<file path="src/rtl/i2c_byte_ctrl.sv">
`default_nettype none
// ============================================================================
// Module   : i2c_byte_ctrl
// Purpose  : Byte-level I2C master engine. Executes START, WRITE-byte,
//            READ-byte and STOP commands, one quarter bit period per tick.
//            SCL/SDA are open-drain controls toward the pad wrapper.
// Ports    : clk, rst_n (sync, active-low)
//            tick          - one-clk pulse per quarter bit period
//            cmd_valid/cmd - command request (0 START, 1 WRITE, 2 READ,
//                            3 STOP), accepted when cmd_valid && cmd_ready
//            wdata, ack_in - WRITE byte (MSB first) / READ ack choice
//            cmd_ready, busy, done - handshake and status
//            rdata, ack_out - last READ byte / last WRITE ack sample
//            scl_o (1 = released), sda_oe (1 = pull low), sda_i (pad level)
// Revision : 1.0 - initial release
// ============================================================================
module i2c_byte_ctrl (
  input  logic       clk,
  input  logic       rst_n,
  input  logic       tick,
  input  logic       cmd_valid,
  input  logic [1:0] cmd,
  input  logic [7:0] wdata,
  input  logic       ack_in,
  output logic       cmd_ready,
  output logic       busy,
  output logic       done,
  output logic [7:0] rdata,
  output logic       ack_out,
  output logic       scl_o,
  output logic       sda_oe,
  input  logic       sda_i
);

  localparam logic [1:0] c_CMD_START = 2'd0;
  localparam logic [1:0] c_CMD_WRITE = 2'd1;
  localparam logic [1:0] c_CMD_READ  = 2'd2;
  localparam logic [1:0] c_CMD_STOP  = 2'd3;

  typedef enum logic [1:0] {
    S_IDLE  = 2'd0,
    S_START = 2'd1,
    S_BIT   = 2'd2,
    S_STOP  = 2'd3
  } state_t;

  state_t     r_state,   w_state_nxt;
  logic [1:0] r_q,       w_q_nxt;
  logic [3:0] r_bit,     w_bit_nxt;
  logic [1:0] r_cmd,     w_cmd_nxt;
  logic [7:0] r_wdata,   w_wdata_nxt;
  logic       r_ack_in,  w_ack_in_nxt;
  logic [7:0] r_shift,   w_shift_nxt;
  logic [7:0] r_rdata,   w_rdata_nxt;
  logic       r_ack_out, w_ack_out_nxt;
  logic       r_busy,    w_busy_nxt;
  logic       r_done,    w_done_nxt;
  logic       r_scl,     w_scl_nxt;
  logic       r_sda_oe,  w_sda_oe_nxt;
  logic       w_move;
  logic       w_last;

  // Bus levels {scl, sda_oe} for a given position inside a command.
  function automatic logic [1:0] f_levels(
    input state_t     st,
    input logic [1:0] q,
    input logic [3:0] bitn,
    input logic [1:0] c,
    input logic [7:0] wd,
    input logic       ak
  );
    logic scl;
    logic oe;
    scl = 1'b1;
    oe  = 1'b0;
    case (st)
      S_START: begin
        scl = (q != 2'd3);
        oe  = (q != 2'd0);
      end
      S_STOP: begin
        scl = (q != 2'd0);
        oe  = ~q[1];
      end
      S_BIT: begin
        scl = (q == 2'd1) || (q == 2'd2);
        if (bitn == 4'd8)
          oe = (c == c_CMD_READ) ? ak : 1'b0;   // ack slot
        else if (c == c_CMD_WRITE)
          oe = ~wd[3'd7 - bitn[2:0]];
        else
          oe = 1'b0;
      end
      default: begin
        scl = 1'b1;
        oe  = 1'b0;
      end
    endcase
    return {scl, oe};
  endfunction

  always_comb begin
    w_state_nxt   = r_state;
    w_q_nxt       = r_q;
    w_bit_nxt     = r_bit;
    w_cmd_nxt     = r_cmd;
    w_wdata_nxt   = r_wdata;
    w_ack_in_nxt  = r_ack_in;
    w_shift_nxt   = r_shift;
    w_rdata_nxt   = r_rdata;
    w_ack_out_nxt = r_ack_out;
    w_busy_nxt    = r_busy;
    w_done_nxt    = 1'b0;
    w_scl_nxt     = r_scl;
    w_sda_oe_nxt  = r_sda_oe;
    w_move        = 1'b0;
    w_last        = (r_state != S_BIT) || (r_bit == 4'd8);

    case (r_state)
      S_IDLE: begin
        if (cmd_valid) begin
          w_cmd_nxt    = cmd;
          w_wdata_nxt  = wdata;
          w_ack_in_nxt = ack_in;
          w_q_nxt      = 2'd0;
          w_bit_nxt    = 4'd0;
          w_busy_nxt   = 1'b1;
          w_move       = 1'b1;
          case (cmd)
            c_CMD_START: w_state_nxt = S_START;
            c_CMD_STOP:  w_state_nxt = S_STOP;
            default:     w_state_nxt = S_BIT;
          endcase
        end
      end
      default: begin
        if (tick) begin
          // SDA is sampled on the tick closing the SCL-high window.
          if (r_state == S_BIT && r_q == 2'd2) begin
            if (r_bit == 4'd8) begin
              if (r_cmd == c_CMD_WRITE)
                w_ack_out_nxt = sda_i;
            end else if (r_cmd == c_CMD_READ) begin
              w_shift_nxt = {r_shift[6:0], sda_i};
            end
          end
          if (r_q == 2'd3) begin
            if (w_last) begin
              // Bus levels are left as they are: IDLE holds the last quarter.
              w_state_nxt = S_IDLE;
              w_q_nxt     = 2'd0;
              w_bit_nxt   = 4'd0;
              w_busy_nxt  = 1'b0;
              w_done_nxt  = 1'b1;
              if (r_cmd == c_CMD_READ)
                w_rdata_nxt = r_shift;
            end else begin
              w_q_nxt   = 2'd0;
              w_bit_nxt = r_bit + 4'd1;
              w_move    = 1'b1;
            end
          end else begin
            w_q_nxt = r_q + 2'd1;
            w_move  = 1'b1;
          end
        end
      end
    endcase

    // Levels are registered from the position being entered, so they change
    // only on the edge that starts a new quarter.
    if (w_move)
      {w_scl_nxt, w_sda_oe_nxt} = f_levels(w_state_nxt, w_q_nxt, w_bit_nxt,
                                           w_cmd_nxt, w_wdata_nxt, w_ack_in_nxt);
  end

  always_ff @(posedge clk) begin
    if (!rst_n) begin
      r_state   <= S_IDLE;
      r_q       <= 2'd0;
      r_bit     <= 4'd0;
      r_cmd     <= c_CMD_START;
      r_wdata   <= 8'h00;
      r_ack_in  <= 1'b0;
      r_shift   <= 8'h00;
      r_rdata   <= 8'h00;
      r_ack_out <= 1'b0;
      r_busy    <= 1'b0;
      r_done    <= 1'b0;
      r_scl     <= 1'b1;
      r_sda_oe  <= 1'b0;
    end else begin
      r_state   <= w_state_nxt;
      r_q       <= w_q_nxt;
      r_bit     <= w_bit_nxt;
      r_cmd     <= w_cmd_nxt;
      r_wdata   <= w_wdata_nxt;
      r_ack_in  <= w_ack_in_nxt;
      r_shift   <= w_shift_nxt;
      r_rdata   <= w_rdata_nxt;
      r_ack_out <= w_ack_out_nxt;
      r_busy    <= w_busy_nxt;
      r_done    <= w_done_nxt;
      r_scl     <= w_scl_nxt;
      r_sda_oe  <= w_sda_oe_nxt;
    end
  end

  assign cmd_ready = (r_state == S_IDLE);
  assign busy      = r_busy;
  assign done      = r_done;
  assign rdata     = r_rdata;
  assign ack_out   = r_ack_out;
  assign scl_o     = r_scl;
  assign sda_oe    = r_sda_oe;

endmodule
`default_nettype wire

</file>
<file path="config.mk">
export PLATFORM = sky130hd
export DESIGN_NAME = i2c_byte_ctrl
export DESIGN_NICKNAME = d
export VERILOG_FILES = /design/src/rtl/i2c_byte_ctrl.sv
export SDC_FILE = /design/constraint.sdc
export NUM_CORES = 1
export LEC_CHECK = 0
export BUFFER_PORTS_ARGS = -buffer_cell sky130_fd_sc_hd__buf_4
export CORE_ASPECT_RATIO = 0.7
export CORE_MARGIN = 4
export CORE_UTILIZATION = 47
export DETAILED_ROUTE_END_ITERATION = 6
export GPL_ROUTABILITY_DRIVEN = 0
export PLACE_DENSITY = 0.67
export SETUP_SLACK_MARGIN = 0.15
export SYNTH_ARGS = -nofsm -noshare
export SYNTH_HDL_FRONTEND = slang
export SYNTH_SLANG_ARGS = --single-unit
</file>
<file path="constraint.sdc">
create_clock -name clk -period 2.8 [get_ports clk]
set_clock_uncertainty 0.05 [all_clocks]
set_input_delay 0.42 -clock clk [delete_from_list [all_inputs] [get_ports clk]]
set_output_delay 0.42 -clock clk [all_outputs]
set_load 0.02 [all_outputs]
</file>
# Word level (Yosys, flattened, before mapping)
# Cells that the tools add are included.
dict set report op_classes {
  eq_ne 18
  n_reduce_logical 14
  mul 0
  n_bitwise 7
  addsub 3
  shift 0
  div_mod_pow 0
  muxes 39
  magnitude_cmp 1
}
# op count
set ops {}
lappend ops {{2-bit 2-to-1 mux} 11}
lappend ops {{4-bit 2-to-1 mux} 5}
lappend ops {{2-bit == test, second input constant} 9}
lappend ops {{1-bit 2-to-1 mux} 17}
lappend ops {{8-bit 2-to-1 mux} 2}
lappend ops {{5-bit AND reduction} 3}
lappend ops {{2-bit by 1-bit == test with 1-bit output, second input constant} 4}
lappend ops {{4-bit == test, second input constant} 2}
lappend ops {{2-bit nonzero test} 4}
lappend ops {{1-bit NOT} 7}
lappend ops {{2-bit inequality test, second input constant} 3}
lappend ops {{1-bit case mux with 3 select lines} 2}
lappend ops {{4-bit by 1-bit adder with 4-bit output, second input constant} 1}
lappend ops {{2-bit logical NOT} 2}
lappend ops {{3-bit by 4-bit < comparator with 1-bit output, second input constant} 1}
lappend ops {{2-bit case mux with 2 select lines} 1}
lappend ops {{4-bit AND reduction} 1}
lappend ops {{4-bit OR reduction} 1}
lappend ops {{1-bit binary-select mux with 3-bit select} 1}
lappend ops {{3-bit subtractor, first input constant} 1}
lappend ops {{2-bit by 1-bit adder with 2-bit output, second input constant} 1}
lappend ops {{1-bit logical OR} 2}
lappend ops {{1-bit logical AND} 1}
dict set report word_totals {
  register_bits 40
  memories 0
  mem_bits_rw 0
  latch_bits 0
  wordCells 95
  output_inout_bits 14
  romBits 0
}

# Logic depth before layout (Yosys ltp)
dict set report depth {
  word_depth 13
  depth_mapped 11
  mapped_depth_nobuf 10
}

# Worst setup path before layout
# Ideal clock, no wire load.
dict set report synth_path {
  path_type {flip-flop to flip-flop}
  start {register r_bit[0]}
  end {register r_sda_oe (netlist: sda_oe)}
  setup_slack_ns 0.446
  path_buffers 0
  period_less_slack_ns 2.354
  stages_incl_launch_ff 10
  setup_ns 0.074
  t_arrival_ns 2.230
  cell_sequence {dfxtp_1 -> inv_1 -> ha_1 -> and3b_1 -> or3_1 -> nand2_1 -> mux2_2 -> a221oi_1 -> o211ai_1 -> a31oi_1}
}
dict set report synth_via {
  elab_chain_len 13
  elab_cells_between_ends 27
  classes_between {add/sub: 2; eq/ne: 5; mux: 18; bitwise: 1; reduce/logical: 1}
}
# element line
set synth_rtl {}
lappend synth_rtl {{start: declaration} 49} ;# logic [3:0] r_bit, w_bit_nxt;
lappend synth_rtl {{start signal: assignment} 195} ;# r_bit <= w_bit_nxt;
lappend synth_rtl {{branches (longest 13 deep; another with 4-bit by 1-bit adder with 4-bit output)} --}
lappend synth_rtl {{end signal: assignment} 205} ;# r_sda_oe <= w_sda_oe_nxt;
lappend synth_rtl {{end: declaration} 59} ;# logic r_sda_oe, w_sda_oe_nxt;
# Several ways; the timed one is not identified. The select of a mux whose other input is x is not followed.
# A chain may end at the register's enable or synchronous reset.

# Worst setup path after layout
dict set report layout_path {
  start {register r_bit[1]}
  end {register r_sda_oe (netlist: sda_oe)}
}
# The elaborated chain is that of the path after synthesis.

==> flow_metrics.env <==
export IMPL_outcome="finished, final reports clean"
export IMPL_setup_violations=0
export IMPL_nets=281
export IMPL_min_from="wdata[1]"
export IMPL_drtAntennaViolNets=0
export IMPL_cp_required_ns=2.97
export IMPL_crit_fanout=5
export IMPL_p_switching_w=0.000343
export IMPL_drtIter0Drc=95
export IMPL_yosysSeqAreaShare_pct=39.5
export IMPL_finalSetupTns_ns=0
export IMPL_grt_first_pass_wirelength_um=7160
export IMPL_chipWidth_um=86.5
export IMPL_rr_endpoint="sda_oe"
export IMPL_start_kind="flop"
export IMPL_finalCriticalPeriod_ns=2.48
export IMPL_cts_root_buffer="clkbuf_8"
export IMPL_finalHoldViolations=0
export IMPL_ir_drop_mv=0.397
export IMPL_grt_max_degree=41
export IMPL_period_share_pct=88.5
export IMPL_final_max_slew_viol_count=0
export IMPL_core_area_sq_um=4040
export IMPL_power_density_nw_per_um2=534
export IMPL_netlist_instances=227
export IMPL_ios=30
export IMPL_drt_vias_per_instance=5.32
export IMPL_clk_pin_slew_ns=0.08
export IMPL_port_buffers=29
export IMPL_wl_met3_um=255
export IMPL_cts_buffer_depth=2
export IMPL_synth_cell_type_count=48
export IMPL_synth_seq_cells=40
export IMPL_syn_nets=250
export IMPL_hold_path_depth=3
export IMPL_stdcell_area_sq_um=2420
export IMPL_clkLatencyLatePin_ns=0.29
export IMPL_rrSetupSlack_ns=0.32
export IMPL_dr_pass1_iters=4
export IMPL_synth_flop_cell="dfxtp_1"
export IMPL_ctsHoldBuffers=0
export IMPL_antenna_found_initial=0
export IMPL_cap_violations=0
export IMPL_die_height_um=62.9
export IMPL_synth_area_top_cells="dfxtp_1, mux2i_1, nor2b_1"
export IMPL_synth_edf_count=0
export IMPL_worstSetupPathType="flop to flop"
export IMPL_wl_um=4210
export IMPL_p_int_w=0.000949
export IMPL_dp_hpwl_um=3050
export IMPL_synthesis_area_sq_um=2030
export IMPL_tritoncts="done"
export IMPL_drive_gt1_share_pct=21.2
export IMPL_dr_max_layer_used="met4"
export IMPL_synthArstFlopShare_pct=0
export IMPL_yosysMostFrequentCell="dfxtp_1"
export IMPL_switching_share_pct=26.6
export IMPL_rr_worst_depth=9
export IMPL_drc=0
export IMPL_r2r_start="r_bit[1]"
export IMPL_min_path_type="input port to flop"
export IMPL_combPwrFrac_pct=15.3
export IMPL_diodes=0
export IMPL_synth_top_area_share_pct=39.5
export IMPL_p_leak_nw=0.923
export IMPL_grt_pass1_vias=1490
export IMPL_htree_levels=2
export IMPL_worstMarginPinSlew_ns=0.524
export IMPL_routedWlPerCell_um=13.5
export IMPL_syn_area_per_cell_sq_um=8.92
export IMPL_cts_buffers_inserted=5
export IMPL_wl_met1_um=2340
export IMPL_cts_sinks=40
export IMPL_vias=1653
export IMPL_yosys_warnings=0
export IMPL_area_growth_pct=19.5
export IMPL_rsz0062_at_grt="no"
export IMPL_dieArea_sq_um=5440
export IMPL_whs_ns=0.333
export IMPL_grt_overflow=0
export IMPL_max_freq_ghz=0.404
export IMPL_wl_met2_um=1590
export IMPL_num_rows=19
export IMPL_holdPathEnd="r_wdata[1]"
export IMPL_crit_path_end_kind="flop"
export IMPL_clkPwrFrac_pct=37.1
export IMPL_synth_top_area_cell="dfxtp_1"
export IMPL_cp_data_arrival_time_ns=2.65
export IMPL_postPlaceCellArea_sq_um=2300
export IMPL_p_seq_share_pct=47.6
export IMPL_fillers=380
export IMPL_track_usage_pct=16.2
export IMPL_ys_top_cells_by_count="dfxtp_1, nand2_1, nor2b_1"
export IMPL_slew_headroom_pct=65.0
export IMPL_start_util_pct=50.1
==> stage by stage <==
step | util, % | std cells | setup WS, ns | total power, W
floorplan | - | 227 | 0.446 | 0.000755
global placement | 56.9 | 303 | 0.313 | 0.000825
detailed placement | 56.9 | 303 | 0.262 | 0.000826
global route | 59.9 | 311 | 0.167 | 0.00136
CTS | 59.8 | 311 | 0.235 | 0.00130
finish | 59.9 | 311 | 0.322 | 0.00129
==> area by class of cell <==
type                       instances  area [sq um]  area share [%]
inverter                           8          30.0            1.24
multi-input combinational        169          1150            47.6
clock inverter                     3          46.3            1.91
clock buffer                       5          68.8            2.84
timing repair buffer              34           255            10.5
tap                               52          65.1            2.69
sequential                        40           802            33.1
==> power groups by stage <==
stage / Sequential [W] / Clock (W) / Combinational, W
6_report: 0.000615 / 0.000479 / 0.000198
4_1_cts: 0.000615 / 0.000490 / 0.000199
5_1_grt: 0.000619 / 0.000521 / 0.000222
3_3_place_gp: 0.000629 / 0 / 0.000197
3_5_place_dp: 0.000628 / 0 / 0.000198
2_1_floorplan: 0.000624 / 0 / 0.000131
==> what timing repair did <==
item | CTS | global route
buffers inserted | 0 | 0
gates resized for setup | 0 | 2
setup endpoints to repair | 0 | 1
==> worst max path at each step <==
stage / from / endpoint / slack, ns / cells past startpoint
floorplan: r_bit[0] / sda_oe / 0.45 / 9
global placement: r_bit[0] / sda_oe / 0.31 / 9
detailed placement: r_bit[0] / sda_oe / 0.26 / 9
CTS: r_bit[0] / sda_oe / 0.23 / 9
global route: r_bit[1] / sda_oe / 0.17 / 9
finish: r_bit[1] / sda_oe / 0.32 / 9
==> logic make-up after synthesis <==
logic type | share of synthesized area, %
AO/OA/AOI/OAI | 14.6
AND/OR/NAND/NOR | 27.2
buffers and inverters | 3.95
flip-flops | 39.5
multiplexers | 10.4
adder cells (fa/ha/maj) | 4.32
==> layer usage <==
layer  vias to the layer above  global-route usage [%]
met5                         -                       0
met4                         0                    3.50
met3                         5                    4.87
met2                        36                    20.7
met1                       752                    25.9
li1                        860                       -
==> state kept, by name, summed over array words and instances (netlist names) <==
register  flops
rdata         8
r_bit         4
r_ack_in      1
r_wdata       8
r_cmd         2
scl_o         1
r_state       2
ack_out       1
sda_oe        1
busy          1
done          1
r_shift       8
r_q           2
==> placed cells by master (no fill, tap or decap), drive strengths merged, types with 2 or more instances in the layout <==
cell,instances
nor3,4
clkbuf,5
or3b,2
and3,3
inv,9
or3,2
a21oi,8
a221oi,2
ha,7
nand3,6
nand2b,4
nor2,8
nand3b,2
mux2i,20
dfxtp,40
nand2,31
buf,34
a31oi,3
o21ai,8
a21boi,11
nor2b,22
o211ai,3
and2,5
==> worst max-delay path, stage by stage (launching register included) <==
cell and delay [ns]:
dfxtp_1 0.40, inv_1 0.07, ha_1 0.19, and3b_1 0.25
or3_1 0.42, nand2_2 0.14, mux2_2 0.34, a221oi_1 0.27
o211ai_1 0.12, a31oi_1 0.16
Power figures use the tool's default switching activity.
